===== src/rtl/xnor_corr_pkg.sv =====
// Shared types and helpers for the XNOR stream correlator.
package xnor_corr_pkg;

    localparam int unsigned MAX_WIDTH = 64;

    typedef enum logic {
        ST_FILL = 1'b0,
        ST_RUN  = 1'b1
    } corr_state_e;

    // Bits needed to hold an agreement count of 0..width.
    function automatic int unsigned score_w(input int unsigned width);
        return $clog2(width + 1);
    endfunction

endpackage


===== src/rtl/xnor_popcount.sv =====
// Combinational agreement count: number of positions where a_i equals b_i.
module xnor_popcount
    import xnor_corr_pkg::*;
#(
    parameter  int unsigned WIDTH = 8,
    localparam int unsigned SW    = score_w(WIDTH)
) (
    input  logic [WIDTH-1:0] a_i,
    input  logic [WIDTH-1:0] b_i,
    output logic [SW-1:0]    agree_c_o
);

    logic [WIDTH-1:0] eq;

    assign eq = ~(a_i ^ b_i);

    always_comb begin
        agree_c_o = '0;
        for (int i = 0; i < WIDTH; i++) begin
            agree_c_o = agree_c_o + SW'(eq[i]);
        end
    end

endmodule


===== src/rtl/xnor_stream_correlator.sv =====
// Bit-serial correlator: shifts bits into a window and scores it against a pattern.
// Optional saturating match counter enabled by defining CORR_MATCH_CNT_EN.
module xnor_stream_correlator
    import xnor_corr_pkg::*;
#(
    parameter  int unsigned WIDTH = 8,
    parameter  int unsigned CNT_W = 8,
    localparam int unsigned SW    = score_w(WIDTH)
) (
    input  logic             clk,
    input  logic             rst_n,
    input  logic             clear,
    input  logic             in_valid,
    input  logic             in_bit,
    input  logic [WIDTH-1:0] pat,
    input  logic [SW-1:0]    thresh,
    output logic             out_valid,
    output logic [SW-1:0]    score,
    output logic             match,
    output logic             filled
`ifdef CORR_MATCH_CNT_EN
    ,
    output logic [CNT_W-1:0] match_cnt
`endif
);

    localparam int unsigned FCW = $clog2(WIDTH);

    if (WIDTH < 2 || WIDTH > MAX_WIDTH || CNT_W < 1) begin : g_param_check
        $error("xnor_stream_correlator: WIDTH must be 2..64 and CNT_W >= 1");
    end

    corr_state_e      state_q, state_d;
    logic [FCW-1:0]   fill_q, fill_d;
    logic [WIDTH-1:0] win_q, win_d;
    logic             filled_q, filled_d;
    logic             pend_q, pend_d;
    logic             out_valid_q, out_valid_d;
    logic [SW-1:0]    score_q, score_d;
    logic             match_q, match_d;
    logic [SW-1:0]    agree;

    xnor_popcount #(.WIDTH(WIDTH)) u_popcount (
        .a_i       (win_q),
        .b_i       (pat),
        .agree_c_o (agree)
    );

    always_ff @(posedge clk or negedge rst_n) begin
        if (!rst_n) begin
            state_q     <= ST_FILL;
            fill_q      <= '0;
            win_q       <= '0;
            filled_q    <= 1'b0;
            pend_q      <= 1'b0;
            out_valid_q <= 1'b0;
            score_q     <= '0;
            match_q     <= 1'b0;
        end else begin
            state_q     <= state_d;
            fill_q      <= fill_d;
            win_q       <= win_d;
            filled_q    <= filled_d;
            pend_q      <= pend_d;
            out_valid_q <= out_valid_d;
            score_q     <= score_d;
            match_q     <= match_d;
        end
    end

    // pend_q marks a window that became full on the previous edge; it is scored one edge later.
    always_comb begin
        state_d     = state_q;
        fill_d      = fill_q;
        win_d       = win_q;
        filled_d    = filled_q;
        pend_d      = 1'b0;
        out_valid_d = 1'b0;
        score_d     = score_q;
        match_d     = match_q;

        if (clear) begin
            state_d  = ST_FILL;
            fill_d   = '0;
            win_d    = '0;
            filled_d = 1'b0;
        end else begin
            if (pend_q) begin
                out_valid_d = 1'b1;
                score_d     = agree;
                match_d     = (agree >= thresh);
            end
            if (in_valid) begin
                win_d = {win_q[WIDTH-2:0], in_bit};
                unique case (state_q)
                    ST_FILL: begin
                        if (fill_q == FCW'(WIDTH - 1)) begin
                            state_d  = ST_RUN;
                            fill_d   = '0;
                            filled_d = 1'b1;
                            pend_d   = 1'b1;
                        end else begin
                            fill_d = fill_q + FCW'(1);
                        end
                    end
                    ST_RUN: pend_d = 1'b1;
                    default: state_d = ST_FILL;
                endcase
            end
        end
    end

    assign out_valid = out_valid_q;
    assign score     = score_q;
    assign match     = match_q;
    assign filled    = filled_q;

`ifdef CORR_MATCH_CNT_EN
    logic [CNT_W-1:0] cnt_q, cnt_d;

    always_ff @(posedge clk or negedge rst_n) begin
        if (!rst_n) begin
            cnt_q <= '0;
        end else begin
            cnt_q <= cnt_d;
        end
    end

    // Counts edges that register a qualified match; sticks at all-ones.
    always_comb begin
        cnt_d = cnt_q;
        if (clear) begin
            cnt_d = '0;
        end else if (out_valid_d && match_d && (cnt_q != '1)) begin
            cnt_d = cnt_q + CNT_W'(1);
        end
    end

    assign match_cnt = cnt_q;
`endif

endmodule


===== config.mk =====
export PLATFORM = sky130hd
export DESIGN_NAME = xnor_stream_correlator
export DESIGN_NICKNAME = d
export VERILOG_FILES = /design/src/rtl/xnor_corr_pkg.sv /design/src/rtl/xnor_popcount.sv /design/src/rtl/xnor_stream_correlator.sv
export SDC_FILE = /design/constraint.sdc
export NUM_CORES = 1
export LEC_CHECK = 0
export CAP_MARGIN = 30
export CORE_UTILIZATION = 45
export DETAILED_ROUTE_END_ITERATION = 7
export PLACE_DENSITY = 0.79
export SLEW_MARGIN = 20
export SYNTH_ARGS = -nofsm -noshare
export SYNTH_HDL_FRONTEND = slang
export SYNTH_SLANG_ARGS = --single-unit

===== constraint.sdc =====
create_clock -name clk -period 4.8 [get_ports clk]
set_input_delay 0.96 -clock clk [delete_from_list [all_inputs] [get_ports clk]]
set_output_delay 0.96 -clock clk [all_outputs]
set_load 0.05 [all_outputs]

======== Word level (Yosys, flattened, before mapping) ========
Index checks and enable logic that the tools add are counted.
storage, ports and cells
  bits in registers ....................... 20
  input port bits ......................... 17
cells by class
  add/sub/neg operators ................... 8
  reductions and logical operators ........ 5
  eq/ne operators ......................... 2
  muxes and demuxes ....................... 19
  order comparisons ....................... 1
  bitwise logic cells ..................... 4
operators with widths
  cell                                                            number
  4-bit by 1-bit adder with 4-bit output                          6
  8-bit 2-to-1 mux                                                2
  1-bit 2-to-1 mux                                                12
  3-bit 2-to-1 mux                                                4
  8-bit NOT                                                       1
  8-bit bitwise XOR                                               1
  4-bit greater-or-equal comparator                               1
  2-bit AND reduction                                             2
  2-bit nonzero test                                              2
  3-bit by 1-bit adder with 3-bit output (second input constant)  1
  3-bit equality test (second input constant)                     1
  3-bit AND reduction                                             1
  1-bit by 1-bit adder with 2-bit output                          1
  2-bit inequality test (second input constant)                   1
  1-bit NOT                                                       2
  1-bit one-hot mux with 2 select lines                           1

======== Longest topological paths before layout ========
Gate-level depths: netlist of the first run.
  depth in word-level cells ............... 10
  gate-level depth with buffers ........... 14
  depth with buffers taken out ............ 14

======== Cells and area by module ========
From an unflattened synthesis of the first run, not the netlist that was laid out.
second synthesis, totals
  cell total of the unflattened synthesis .. 101
  area total of the unflattened synthesis .. 1141.1 µm²
by module, submodules not included
  module                  times used  area an instance (µm²)  cells each
  xnor_stream_correlator  1           907.1                   76
  xnor_popcount           1           234.0                   25

======== Worst setup path before layout of the first run ========
No wires, ideal clock.
  path type ............................... input port to flip-flop
  from .................................... input port pat[0]
  to ...................................... register match_q (netlist: match)
  arrival time ............................ 4.048 ns
  buffers on the path ..................... 0
  cell stages on the path ................. 14
  path slack .............................. 0.622 ns
  data required time ...................... 4.670 ns
  library setup time ...................... 0.130 ns
  path through ............................ xnor2_1 ha_1 inv_1 fa_1 inv_1 fa_1 fa_1 inv_1 fa_1 inv_1 ha_1 or3b_2 o2111ai_1 a31oi_1
on the way
  longest elaborated chain between the ends .. 10
RTL lines
  item                                                 line                          source
  start, declared                                      xnor_stream_correlator.sv:15  input logic [WIDTH-1:0] pat,
  8-bit bitwise XOR                                    xnor_popcount.sv:15           assign eq = ~(a_i ^ b_i);
  8-bit NOT                                            xnor_popcount.sv:15
  1-bit by 1-bit adder with 2-bit output               xnor_popcount.sv:20           agree_c_o = agree_c_o + SW'(eq[i]);
  4-bit by 1-bit adder with 4-bit output (6 in a row)  xnor_popcount.sv:20
  named net agree[1]                                   xnor_stream_correlator.sv:41  logic [SW-1:0] agree;
  4-bit greater-or-equal comparator                    xnor_stream_correlator.sv:91  match_d = (agree >= thresh);
  end signal, assigned                                 xnor_stream_correlator.sv:67  match_q <= match_d;
  end, declared                                        xnor_stream_correlator.sv:40  logic match_q, match_d;
The timed path passes the listed nets, and every way through them passes these cells.
A chain may end at the register's enable or synchronous reset.

======== Worst setup path after layout of the first run ========
Ends and elaborated chain as after synthesis.

==> results by group, run 1 <==
Setup path
  – Endpoint arrival time on the critical path: 4580 ps
  – Crit end category: flop
  – Largest stage delay on the critical path: approximately 570 ps
  – Critical Path RT: ~5000 ps
  – CP Launch Type: primary input
  – Crit path buf inv count: 5
  – Reg2Reg Setup Slack: 1070 ps
  – CP Class: primary input to flop
  – Worst Path Max Fanout: 2
  – Worst path slowest cell: fa_1
  – RR Startpoint: win_q[0]$_DFFE_PN0P_
  – Critical-path cell list: clkdlybuf4s50_1, xnor2_1, ha_1, inv_1, fa_1, inv_1, fa_1, fa_1, inv_1, fa_1, inv_1, ha_1, or3b_2, o2111ai_1, a31oi_1
  – Worst R2R End: match$_DFFE_PN0P_
  – Critical Path Source: pat[0]
  – Worst Reg-to-Reg Cells: 14
  – CP delay by family, top: adder cells

Drt
  – DRT iter0 DRCs: 10
  – Vias/cell: just under 5
  – WL/cell: 11.9 um
  – Antenna-violating nets left: 0
  – DRC violations left: 0
  – Drt total wl: 1900 um
  – DR pass1 iterations: 2
  – Via count: roughly 800

Cells and area
  – # fillers: slightly below 200
  – Synthesis-to-finish area growth: 27.4%
  – Layout cells sized above 1: 0.0687
  – Commonest non-fill, non-tap cells in the layout: clkdlybuf4s50_1 (23), dfrtp_1 (20), nor2_1 (14), inv_1 (11)
  – N_diodes: 0
  – FF/Latch Area: between 500 and 600 um^2
  – Fin util: 0.628
  – Commonest non-fill, non-tap cell in the layout: clkdlybuf4s50_1
  – Final nets: around 160
  – Area of the multi-input gates: approximately 570 um^2

Global routing
  – Number of global-route vias before repair: approximately 750
  – GR Util All Layers: 0.174
  – First-pass GRT wire length: ~3200 um
  – Antenna violations before repair: 0
  – Largest net degree at the start of global routing: 21
  – GRT overflow: 0

Placed design
  – HPWL Detailed: 1500 um
  – GP Congestion: about 0.74
  – Port Buffers: 23

Timing
  – Fin crit share: 0.912
  – Setup TNS: 0 ps
  – RSZ-0062 raised after global routing: false
  – Max Freq: around 230 MHz
  – Setup Skew: about 7.8 ps
  – Max-slew violation count: 0
  – Post-route minimum period: about 4400 ps
  – Slew at the pin closest to its max-slew limit: approximately 600 ps
  – Slew HR: 0.594
  – Endpoints failing setup: 0
  – Final Hold Fails: 0

Synthesis
  – Ys flop type: dfrtp_1
  – Syn_nets: 135
  – Post-Syn Area: 1120 um^2
  – Async SR Flop Fraction: 1.00
  – Area leader, netlist: dfrtp_1
  – Post-synthesis sequential area ratio: 0.446
  – Netlist cell types: 23
  – Post-synth EDFFs: 0
  – Number of synthesized register bits: 20
  – Synth Instances: approximately 110
  – Syn Area/Cell: 10.7 um^2
  – Synth top area share: 0.446
  – Yosys warns: 0
  – Top cells by area, synth: dfrtp_1 (45%), ha_1 (10%), mux2i_1 (8.0%)

Die
  – Die W: approximately 52 um
  – Initial Util: 0.493
  – Core area: around 2300 um^2
  – Row count: 17
  – Num ports: 24
  – Die area: ~2700 um^2
  – Die Y: just over 50 um

Clock tree
  – Clock root cell: clkbuf_4
  – H-tree level count: 1
  – CTS Buf Count: 3
  – Clock Pin Slew Worst Setup and Hold Paths: roughly 120 ps
  – Post-cts resize count: 0
  – Skew-Pair Late Insertion Delay: about 310 ps
  – Clk sinks: 20
  – CTS Buffer Depth: 2
  – CTS tree: yes
  – Post-CTS Setup Inserts: 0
  – Hold Buf Count CTS: 0

Hold path
  – WHS Endpoint: score[2]$_DFFE_PN0P_
  – Hold Crit Class: flop to flop
  – Hold Crit Start: score[2]$_DFFE_PN0P_
  – Hold Path Depth: 2

Run status
  – Status: finished, final reports clean

Power and ir drop
  – Maximum vdd drop: about 170 uV
  – Leakage: around 0.71 nW
  – Power density over the cells: between 200 and 300 nW/um^2

Job
  – Max-cap check violation count: 0
cell families (layout without fill, tap and decap cells):
kind of cell             count (synthesis)  in the layout  synth area share
adder cells (fa/ha/maj)                 13             13             0.172
flip-flops                              20             20             0.446
XOR/XNOR                                 9              9            0.0702
AND/OR/NAND/NOR                         29             29             0.122
AO/OA/AOI/OAI                           10             10            0.0491
multiplexers                            10             10            0.0936
buffers and inverters                   14             40            0.0479
through the flow:
stage | hold WS [ps] | std cells | instance area (um^2) | power (mW) | setup WS, ps
global placement | 464 | 154 | 1380 | 0.294 | 109
global route | 530 | 159 | 1430 | 0.427 | 273
finish | 496 | 159 | 1430 | 0.395 | 423
detailed placement | 477 | 154 | 1380 | 0.299 | 53.0
floorplan | 491 | 105 | 1120 | 0.259 | 622
CTS | 503 | 158 | 1420 | 0.402 | 403
final cells by class:
type | count | area share
clock buffer | 4 | 0.0254
inverter | 12 | 0.0315
multi-input combinational | 71 | 0.397
sequential | 20 | 0.350
tap | 28 | 0.0245
timing repair buffer | 24 | 0.171
metal layers:
metal / GRT usage / part of all wire / wire length (um) / vias up
met2: 0.286 / 0.50 / 947 / 17
met3: 0.0351 / 0.036 / 68 / 4
met1: 0.212 / 0.45 / 852 / 370
li1: - / - / - / 391
met4: 0.0946 / 0.014 / 27 / 0
met5: 0 / 0 / 0 / -
worst max-delay path by stage:
stage          cells past startpoint  slack, ps                end
3_5_place_dp                      15         50  match$_DFFE_PN0P_
5_1_grt                           15        270  match$_DFFE_PN0P_
2_1_floorplan                     14        620  match$_DFFE_PN0P_
6_report                          15        420  match$_DFFE_PN0P_
3_3_place_gp                      15        110  match$_DFFE_PN0P_
4_1_cts                           15        400  match$_DFFE_PN0P_
cells in the mapped netlist (2+ instances only):
library cell / n
xnor2_1: 7
nor2_1: 14
xor2_1: 2
o21ai_0: 2
a21oi_1: 6
nand2_1: 9
fa_1: 4
mux2i_1: 9
ha_1: 9
inv_1: 11
dfrtp_1: 20
where the power goes:
part	switching, mW	internal [mW]
clock network	0.0539	0.0463
logic	0.0624	0.0560
registers	0.00353	0.173
sequential cells by signal, indices dropped and copies added (netlist names):
signal     count
pend_q         1
match          1
win_q          8
score          4
out_valid      1
filled         1
fill_q         3
state_q        1
tightest hold or removal path, cell delays in order (launching register included):
cell and delay, ps:
dfrtp_1 360, nand2_1 50, nand2_1 60
Note: power is estimated with default switching activity, not from simulation.
==> run 2: changes to the inputs <==
Settings changed: CTS_BUF_LIST set to sky130_fd_sc_hd__clkbuf_4.
==> run 2 against run 1 <==
- final area is 0.70% lower
- worst setup slack worse by 11 ps
- combinational power about the same
- first-iteration DRC count did not move
- critical path type unchanged
- die area did not move
- largest power group unchanged
- sequential power hardly changed
- utilization down 0.44 points
- critical endpoint unchanged
- clock-buffer cell count down 1
==> results by group, run 2 (synthesis results as in run 1) <==
Cells and area
  – Design Area, Final: 1420 um^2 (-0.70%)
  – Top reg by flops: win_q
  – Max FFs per register: 8 (unchanged)
  – N_diodes: 0 (unchanged)
  – Layout cells sized above 1: 0.0611 (-0.00763)
  – Cell Count, Final, Fillers Out: 159 (unchanged)
  – Commonest non-fill, non-tap cell in the layout: clkdlybuf4s50_1
  – Synthesis-to-finish area growth: 26.5%
  – Commonest non-fill, non-tap cells in the layout: clkdlybuf4s50_1 (23), dfrtp_1 (20), nor2_1 (14), inv_1 (11)
  – Final nets: 162 (unchanged)

Setup path
  – Critical Path RT: 4990 ps (about the same)
  – Crit end category: flop
  – Worst Path Max Fanout: 2 (unchanged)
  – RR Startpoint: win_q[0]$_DFFE_PN0P_
  – CP Launch Type: primary input
  – Worst R2R End: match$_DFFE_PN0P_
  – Endpoint arrival time on the critical path: 4580 ps (about the same)
  – CP Class: primary input to flop
  – Reg2Reg Setup Slack: 1060 ps (about the same)
  – Worst Reg-to-Reg Cells: 14 (unchanged)

Die
  – Core area: 2280 um^2 (unchanged)
  – Die area: 2700 um^2 (unchanged)
  – Initial Util: 0.493 (unchanged)
  – Num ports: 24 (unchanged)
  – Die Y: 51.9 um (unchanged)
  – Row count: 17 (unchanged)
  – Die W: 51.9 um (unchanged)

Timing
  – Max Freq: 228 MHz (-0.26%)
  – Fin crit share: 0.914 (+0.00237)
  – Slew HR: 0.594 (about the same)
  – Slew at the pin closest to its max-slew limit: 608 ps (+0.00870 ps)
  – RSZ-0062 raised after global routing: false
  – Endpoints failing setup: 0 (unchanged)
  – Final Hold Fails: 0 (unchanged)
  – Max-slew violation count: 0 (unchanged)
  – Setup TNS: 0 ps (unchanged)
  – Fin worst setup slack: 412 ps (-11.4 ps)
  – WHS: 496 ps (-0.00100 ps)
  – Setup Skew: 2.50 ps (-5.33 ps)
  – Post-route minimum period: 4390 ps (+11.4 ps)

Clock tree
  – CTS tree: yes
  – Clock root cell: clkbuf_4
  – Skew-Pair Late Insertion Delay: 300 ps (about the same)
  – CTS Buffer Depth: 2 (unchanged)
  – Post-cts resize count: 0 (unchanged)
  – H-tree level count: 1 (unchanged)
  – CTS Buf Count: 3 (unchanged)
  – Hold Buf Count CTS: 0 (unchanged)
  – Clk sinks: 20 (unchanged)
  – Post-CTS Setup Inserts: 0 (unchanged)
  – Clock Pin Slew Worst Setup and Hold Paths: 110 ps (about the same)

Global routing
  – GR Util All Layers: 0.171 (-0.00311)
  – Antenna violations before repair: 0 (unchanged)
  – Number of global-route vias before repair: 750 (+0.40%)
  – Largest net degree at the start of global routing: 21 (unchanged)
  – First-pass GRT wire length: 3190 um (-1.1%)
  – GRT overflow: 0 (unchanged)

Placed design
  – Dpl cells: 154 (unchanged)
  – Placed inst area: 1380 um^2 (unchanged)
  – Port Buffers: 23 (unchanged)
  – HPWL Detailed: 1500 um (unchanged)
  – GP Congestion: 0.744 (unchanged)
  – Post-Place Worst Slack: 53.0 ps (unchanged)

Power and ir drop
  – Clock network fraction of design power: 0.217 (-0.036)
  – Sw Ratio: 0.311 (+0.00787)
  – Power density over the cells: 265 nW/um^2 (-4.1%)
  – Power Internal: 260 uW (-5.8%)
  – Logic pwr share: 0.314 (+0.014)
  – P_sw: 117 uW (-2.3%)
  – Maximum vdd drop: 173 uV (+0.67%)
  – Seq pwr share: 0.469 (+0.022)
  – Leakage: 0.706 nW (-0.79%)

Drt
  – Antenna-violating nets left: 0 (unchanged)
  – Vias/cell: 4.89 (-0.51%)
  – DRT iter0 DRCs: 10 (unchanged)
  – DRC violations left: 0 (unchanged)
  – DR pass1 iterations: 2 (unchanged)
  – Drt total wl: 1880 um (-0.69%)
  – Via count: 778 (-0.51%)
  – WL/cell: 11.8 um (-0.69%)

Hold path
  – WHS Endpoint: score[2]$_DFFE_PN0P_
  – Hold Crit Start: score[2]$_DFFE_PN0P_
  – Hold Path Depth: 2 (unchanged)
  – Hold Crit Class: flop to flop

Job
  – Max-cap check violation count: 0 (unchanged)

Run status
  – Status: finished, final reports clean
-- run 2: cell count changes in the layout (fill, tap and decap cells not counted), sizes merged --
cell    previous run  this run
clkinv             0         1
clkbuf             4         3
-- run 2: power groups by stage --
stage / clock network [mW] / logic, mW / registers (mW)
6_report: 0.0818 / 0.118 / 0.177
4_1_cts: 0.0877 / 0.120 / 0.177
2_1_floorplan: 0 / 0.0710 / 0.188
3_5_place_dp: 0 / 0.119 / 0.180
5_1_grt: 0.0942 / 0.136 / 0.177
3_3_place_gp: 0 / 0.114 / 0.180
-- run 2: per-layer routing --
metal | GRT usage | wire length [um] | vias to the layer above
li1 | - | - | 391
met1 | 0.199 | 861 | 368
met2 | 0.297 | 939 | 17
met3 | 0.0351 | 69 | 2
met4 | 0.0811 | 13 | 0
met5 | 0 | 0 | -
-- run 2: how the worst max path moves through the flow --
stage / from / end / slack (ps) / depth (start not counted)
final: pat[0] / match$_DFFE_PN0P_ / 410 / 15
after CTS: pat[0] / match$_DFFE_PN0P_ / 400 / 15
after detailed placement: pat[0] / match$_DFFE_PN0P_ / 50 / 15
after global routing: pat[0] / match$_DFFE_PN0P_ / 260 / 15
after floorplan: pat[0] / match$_DFFE_PN0P_ / 620 / 14
after global placement: pat[0] / match$_DFFE_PN0P_ / 110 / 15
-- run 2: final cells by class --
type                       count  area, um^2
tap                           28        35.0
clock buffer                   3        22.5
timing repair buffer          24         245
sequential                    20         500
multi-input combinational     71         568
inverter                      12        45.0
fill                         198         856
clock inverter                 1        3.75
-- run 2: critical path: stages --
cell	delay (ps)
clkdlybuf4s50_1	410
xnor2_1	130
ha_1	270
inv_1	50
fa_1	530
inv_1	50
fa_1	570
fa_1	200
inv_1	50
fa_1	490
inv_1	40
ha_1	180
or3b_2	440
o2111ai_1	100
a31oi_1	110
-- run 2: stage by stage --
step / power, mW / utilization
after CTS: 0.385 / 0.617
after global routing: 0.407 / 0.624
after floorplan: 0.259 / -
after detailed placement: 0.299 / 0.606
after global placement: 0.294 / 0.606
final: 0.377 / 0.624
